--- config.mk ---
export PLATFORM = sky130hd
export DESIGN_NAME = c_lfsr_bank
export DESIGN_NICKNAME = d
export VERILOG_FILES = /design/src/rtl/c_lfsr_bank_pkg.sv /design/src/rtl/c_lfsr_step.sv /design/src/rtl/c_lfsr_bank.sv
export SDC_FILE = /design/constraint.sdc
export NUM_CORES = 1
export LEC_CHECK = 0
export CAP_MARGIN = 20
export CELL_PAD_IN_SITES_DETAIL_PLACEMENT = 1
export CELL_PAD_IN_SITES_GLOBAL_PLACEMENT = 2
export CORE_ASPECT_RATIO = 0.9
export CORE_UTILIZATION = 37
export CTS_CLUSTER_SIZE = 8
export DETAILED_ROUTE_END_ITERATION = 7
export PLACE_DENSITY = 0.81
export SYNTH_ARGS = -nofsm -noshare
export SYNTH_HDL_FRONTEND = slang
export SYNTH_SLANG_ARGS = --single-unit
--- constraint.sdc ---
create_clock -name clk -period 7.9 [get_ports clk]
set_clock_uncertainty 0.2 [all_clocks]
set_input_delay 2.37 -clock clk [delete_from_list [all_inputs] [get_ports clk]]
set_output_delay 2.37 -clock clk [all_outputs]
set_load 0.05 [all_outputs]
--- src/rtl/c_lfsr_bank_pkg.sv ---
// Shared types and helpers for the multi-channel LFSR/MISR bank.
package c_lfsr_bank_pkg;

   // Always at least one bit wide, so single-channel builds still get a legal index port.
   function automatic int clog2(input int value);
      return (value <= 2) ? 1 : $clog2(value);
   endfunction

   typedef enum logic {
      LFSR_FREE,
      LFSR_MISR
   } lfsr_mode_e;

   // Internal step count, wide enough for any practical max_iterations.
   localparam int step_cnt_w = 8;
   typedef logic [step_cnt_w-1:0] step_cnt_t;

endpackage

--- src/rtl/c_lfsr_step.sv ---
// Combinational F^k for k = 0..max_iterations: an unrolled step chain and a mux on the step count.
module c_lfsr_step
   import c_lfsr_bank_pkg::*;
#(
   parameter int width          = 16,
   parameter int max_iterations = 4
) (
   input  logic [0:width-1] state,
   input  logic [0:width-1] poly,
   input  logic             complete,
   input  step_cnt_t        steps,
   output logic [0:width-1] result
);

   // Index 0 is the MSB; complete mode injects the all-zeros state after 10...0.
   function automatic logic [0:width-1] step_once(input logic [0:width-1] s,
                                                   input logic [0:width-1] p,
                                                   input logic             c);
      logic fb;
      fb = s[0] ^ (c & ~|s[1:width-1]);
      return {s[1:width-1], 1'b0} ^ (fb ? p : '0);
   endfunction

   logic [0:width-1] taps [0:max_iterations];

   assign taps[0] = state;

   for (genvar i = 0; i < max_iterations; i++) begin : g_chain
      logic [0:width-1] nxt;
      if (i == 0) begin : g_first
         assign nxt = step_once(state, poly, complete);
      end else begin : g_rest
         assign nxt = step_once(g_chain[i-1].nxt, poly, complete);
      end
      assign taps[i+1] = nxt;
   end

   // NOTE: result is defaulted before the loop so no path leaves it unassigned (no latch).
   always_comb begin
      result = taps[0];
      for (int i = 1; i <= max_iterations; i++) begin
         if (steps == step_cnt_t'(i)) result = taps[i];
      end
   end

endmodule

--- src/rtl/c_lfsr_bank.sv ---
// Multi-channel LFSR/MISR engine: per-channel state, shared polynomial, two-stage step pipeline.
module c_lfsr_bank
   import c_lfsr_bank_pkg::*;
#(
   parameter int               width          = 16,
   parameter int               num_channels   = 4,
   parameter int               max_iterations = 4,
   parameter logic [0:width-1] reset_poly     = 16'h002D,
   parameter logic [0:width-1] reset_seed     = 16'h0001
) (
   input  logic                                  clk,
   input  logic                                  reset,
   input  logic                                  cfg_we,
   input  logic [0:width-1]                      cfg_poly,
   input  logic                                  cfg_complete,
   input  logic                                  seed_we,
   input  logic [clog2(num_channels)-1:0]        seed_chan,
   input  logic [0:width-1]                      seed_data,
   input  logic                                  req_valid,
   output logic                                  req_ready,
   input  logic [clog2(num_channels)-1:0]        req_chan,
   input  logic [clog2(max_iterations+1)-1:0]    req_steps,
   input  logic                                  req_misr,
   input  logic [0:width-1]                      req_data,
   output logic                                  resp_valid,
   output logic [clog2(num_channels)-1:0]        resp_chan,
   output logic [0:width-1]                      resp_state
);

   localparam int chan_w = clog2(num_channels);

   logic [0:width-1] poly_q;
   logic             complete_q;
   logic [0:width-1] state_q [num_channels];

   logic             s1_valid;
   logic [chan_w-1:0] s1_chan;
   step_cnt_t        s1_steps;
   lfsr_mode_e       s1_mode;
   logic [0:width-1] s1_data;
   logic [0:width-1] s1_poly;
   logic             s1_complete;

   logic             accept;
   step_cnt_t        steps_clamped;
   logic [0:width-1] stepped;
   logic [0:width-1] new_state;

   assign req_ready = ~cfg_we & ~(seed_we & (seed_chan == req_chan));
   assign accept    = req_valid & req_ready;

   assign steps_clamped = (step_cnt_t'(req_steps) > step_cnt_t'(max_iterations))
                        ? step_cnt_t'(max_iterations) : step_cnt_t'(req_steps);

   always_ff @(posedge clk or negedge reset) begin
      if (!reset) begin
         poly_q     <= reset_poly;
         complete_q <= 1'b0;
      end else if (cfg_we) begin
         poly_q     <= cfg_poly;
         complete_q <= cfg_complete;
      end
   end

   // Poly/complete travel with the request so a later cfg_we cannot affect it.
   always_ff @(posedge clk or negedge reset) begin
      if (!reset) begin
         s1_valid    <= 1'b0;
         s1_chan     <= '0;
         s1_steps    <= '0;
         s1_mode     <= LFSR_FREE;
         s1_data     <= '0;
         s1_poly     <= '0;
         s1_complete <= 1'b0;
      end else begin
         // NOTE: sequential state uses non-blocking assignments so every flop samples pre-edge values.
         s1_valid <= accept;
         if (accept) begin
            s1_chan     <= req_chan;
            s1_steps    <= steps_clamped;
            s1_mode     <= req_misr ? LFSR_MISR : LFSR_FREE;
            s1_data     <= req_data;
            s1_poly     <= poly_q;
            s1_complete <= complete_q;
         end
      end
   end

   c_lfsr_step #(
      .width          (width),
      .max_iterations (max_iterations)
   ) u_step (
      .state    (state_q[s1_chan]),
      .poly     (s1_poly),
      .complete (s1_complete),
      .steps    (s1_steps),
      .result   (stepped)
   );

   assign new_state = stepped ^ ((s1_mode == LFSR_MISR) ? s1_data : '0);

   // NOTE: the state array is flops, not RAM, because every channel must reset asynchronously to reset_seed.
   always_ff @(posedge clk or negedge reset) begin
      if (!reset) begin
         for (int ch = 0; ch < num_channels; ch++) state_q[ch] <= reset_seed;
      end else begin
         for (int ch = 0; ch < num_channels; ch++) begin
            if (seed_we && seed_chan == chan_w'(ch))
               state_q[ch] <= seed_data;
            else if (s1_valid && s1_chan == chan_w'(ch))
               state_q[ch] <= new_state;
         end
      end
   end

   always_ff @(posedge clk or negedge reset) begin
      if (!reset) begin
         resp_valid <= 1'b0;
         resp_chan  <= '0;
         resp_state <= '0;
      end else begin
         resp_valid <= s1_valid;
         if (s1_valid) begin
            resp_chan  <= s1_chan;
            resp_state <= new_state;
         end
      end
   end

   steps_in_range: assert property (@(posedge clk) disable iff (!reset)
      accept |-> (step_cnt_t'(req_steps) <= step_cnt_t'(max_iterations)));

endmodule

==> metrics.md <==
| Metric | Value |
|---|---|
| WS Path Type | `reg -> reg` |
| RSZ-0062 raised after global routing | `false` |
| GRT Overall Usage | `0.316` |
| Critical Path Sink Type | `register` |
| Cell area after layout | `12700 um2` |
| Peak supply drop | `approximately 0.00020 V` |
| Vias per cell | `6.53` |
| Simple-Gate Fraction of Synth Area | `0.187` |
| Final hold vios | `0` |
| Number of remaining DRC errors | `0` |
| Die Wd | `181 um` |
| Initial Util | `0.379` |
| Static leakage | `4.97 nW` |
| Synth Area in Compound Gates | `0.265` |
| Routed Antenna Nets | `0` |
| Final Non-Filler Cells | `approximately 1700` |
| Synth Warn # | `0` |
| Antenna violations before repair | `0` |
| Largest family of logic cells by synthesized area | `compound AO/OA/AOI/OAI gates` |
| Ordered list of cells on the worst path | `buf_12, mux4_2, or4_1, or4_4, nor3_4, o21ai_0, xor2_1, o21ai_0, a221oi_1, a221oi_2, and4b_2, nand2_2, mux2i_4, o2111ai_1, o31ai_2, a21boi_2, nor2_1, o41ai_2, xor2_1, mux2_2` |
| CTS buffer count | `17` |
| Register bit count reported by yosys | `140` |
| CP arrival | `between 7000 and 8000 ps` |
| CP max stage cell | `or4_1` |
| DPL Wire Length | `between 30 and 40 mm` |
| Grt total ovfl | `0` |
| Drt total wl | `between 40 and 50 mm` |
| Most frequent cells in the layout | `nand2_1 (154), dfrtp_1 (132), nor2_1 (113), o21ai_0 (82)` |
| Layout cell share with drive strength beyond 1 | `0.187` |
| Largest net degree at the start of global routing | `around 80` |
| Cell total after placement | `around 1700` |
| Critical Path Start Type | `register` |
| Post-Syn Area | `between 10000 and 15000 um2` |
| First-pass GRT wire length | `~70 mm` |
| Core Region | `about 28000 um2` |
| Post-synthesis mux area share | `0.121` |
| Number of enable flip-flop cells after synthesis | `0` |
| Routability cong. | `between 0.9 and 1` |
| Measured slew at the worst slew-check pin | `1140 ps` |
| Async set-or-reset flop fraction in the synthesized netlist | `1.00` |
| H-tree depth | `4` |
| Syn Inst Count | `1239` |
| HP Class | `reg -> reg` |
| Fin nets | `1378` |
| Xor and xnor fraction of the mapped netlist area | `0.0501` |
| Top-area cell type share of the netlist area | `0.311` |
| Worst Hold Slack | `285 ps` |
| Die Footprint | `around 29000 um2` |
| Max-cap violation count | `0` |
| Port bufs | `between 80 and 90` |
| Slew Limit Fails | `0` |
| Die Height | `between 150 and 200 um` |
| Post-Synth Adder-Cell Area | `0` |
| Status | `completed` |
| Max incr delay on CP | `660 ps` |
| Fmax | `around 130 MHz` |
| Ports | `82` |
| Vias in the first global route | `10811` |
| Sequential-to-total area share from yosys stat | `0.330` |
| Largest area contributor in the netlist | `dfrtp_1` |
| Total power | `between 6 and 7 mW` |
| Most common cell after layout, fill and taps aside | `nand2_1` |
| Mean Syn Cell Area | `around 8.6 um2` |
| Clock net sink count | `140` |
| Top delay family on crit path | `simple AND/OR/NAND/NOR gates` |
| Skew-Pair Late Insertion Delay | `approximately 430 ps` |
| Routed wire length per instance | `between 20 and 30 um` |
| DR iter-0 viols | `1198` |
| Crit path max fanout | `25` |
| Area contributors post-synth | `dfrtp_1 (31%), mux2_2 (6.5%), nand2_1 (5.4%)` |
| Maximum clock path buffer count | `2` |
| First-pass DRT Iterations | `5` |
| Area Overhead vs Synth | `19.2%` |
| Clock Pin Slew Worst Setup and Hold Paths | `~70 ps` |
| CTS tree | `yes` |
| Worst EP required | `roughly 8100 ps` |
| DR vias | `11028` |
| Hold buffer count at cts | `0` |
| Clock period minus final worst setup slack | `between 7000 and 8000 ps` |
| DP Area | `between 10000 and 15000 um2` |
| # setup viols final | `0` |
| Cell Pwr Density | `roughly 500 nW/um2` |
| Row count | `58` |
| Root buffer cell | `clkbuf_16` |
| Buf/Inv on CP | `1` |
| Number of antenna diodes | `0` |
| Setup TNS | `0 ps` |
| Final cycle utilization of the critical path | `0.958` |
| Main synth FF type | `dfrtp_1` |
| Max_slew headroom | `0.239` |
| Syn nets | `approximately 1300` |
| Netlist cell types | `between 100 and 150` |
## per-stage QoR
step	setup slack, ps	utilization
final	334	0.451
after floorplan	1400	-
after global placement	462	0.429
after detailed placement	312	0.429
after global routing	16.9	0.451
after CTS	272	0.450
## worst register-to-register path, stage by stage, from the launching register on
cell	delay (ps)
dfrtp_1	390
buf_12	230
mux4_2	660
or4_1	660
or4_4	590
nor3_4	450
o21ai_0	230
xor2_1	240
o21ai_0	140
a221oi_1	490
a221oi_2	100
and4b_2	330
nand2_2	260
mux2i_4	400
o2111ai_1	270
o31ai_2	410
a21boi_2	280
nor2_1	80
o41ai_2	310
xor2_1	520
mux2_2	260
## logic make-up after synthesis
family | Yosys count
flip-flops | 140
AO/OA/AOI/OAI | 400
buffers and inverters | 119
XOR/XNOR | 60
AND/OR/NAND/NOR | 420
multiplexers | 100
## routing by layer
metal  up-vias  GRT usage  wire length, um
met5         -          0                0
met1      5619      0.461            20800
met4         0     0.0828              975
met2       550      0.475            20200
met3        71     0.0584             3960
li1       4788          -                -
## cells in the mapped netlist, types with 7 or more instances
master and instances:
clkbuf_1 75, o221ai_1 13, nor2_1 113, mux2i_1 21, and3_1 11, o21ai_0 82, dfrtp_1 132, nand4_1 8
nor3_1 22, nand2_1 154, xnor2_1 39, a22oi_1 47, mux4_2 16, nor4_1 9, o22ai_1 16, nand3_1 37
inv_1 22, xor2_1 20, buf_1 7, a21o_1 14, or2_2 10, mux2_2 61, buf_2 8, a21oi_1 80
dfstp_2 8, a31oi_1 29
## final timing paths
check                           start            end  slack, ps  depth (start not counted)
min                         poly_q[4]     s1_poly[4]        280                          2
min in group asynchronous       reset      poly_q[1]       1790                          1
min reg2reg                 poly_q[4]     s1_poly[4]        280                          2
max in group asynchronous       reset    state_q[25]       4370                          2
max                        s1_chan[0]  resp_state[6]        330                         20
max reg2reg                s1_chan[0]  resp_state[6]        330                         20
## timing repair
| item | 4_1_cts | 5_1_grt |
|---|---|---|
| setup endpoints to repair | 0 | 19 |
| buffers inserted | 0 | 0 |
| gates resized for setup | 0 | 4 |
## layout make-up
cell class                 instances  area (um2)
sequential                       140        3510
tap                              360         450
fill                            3275       15400
clock buffer                      18         439
multi-input combinational        980        6670
clock inverter                    14         143
inverter                          23        86.3
timing repair buffer             154        1370
## sequential cells by signal, summed over array words and instances, names as in the netlist
register / cells
s1_valid: 1
s1_steps: 3
s1_poly: 16
resp_valid: 1
s1_chan: 2
s1_mode: 1
complete_q: 1
resp_chan: 2
poly_q: 16
s1_data: 16
state_q: 64
resp_state: 16
s1_complete: 1
## power breakdown
part	total, mW	internal, mW	switching, mW
Sequential	1.20	0.937	0.260
Clock	0.804	0.429	0.376
Combinational	4.30	1.55	2.75
Total	6.30	2.92	3.38
Power figures use the tool's default switching activity.
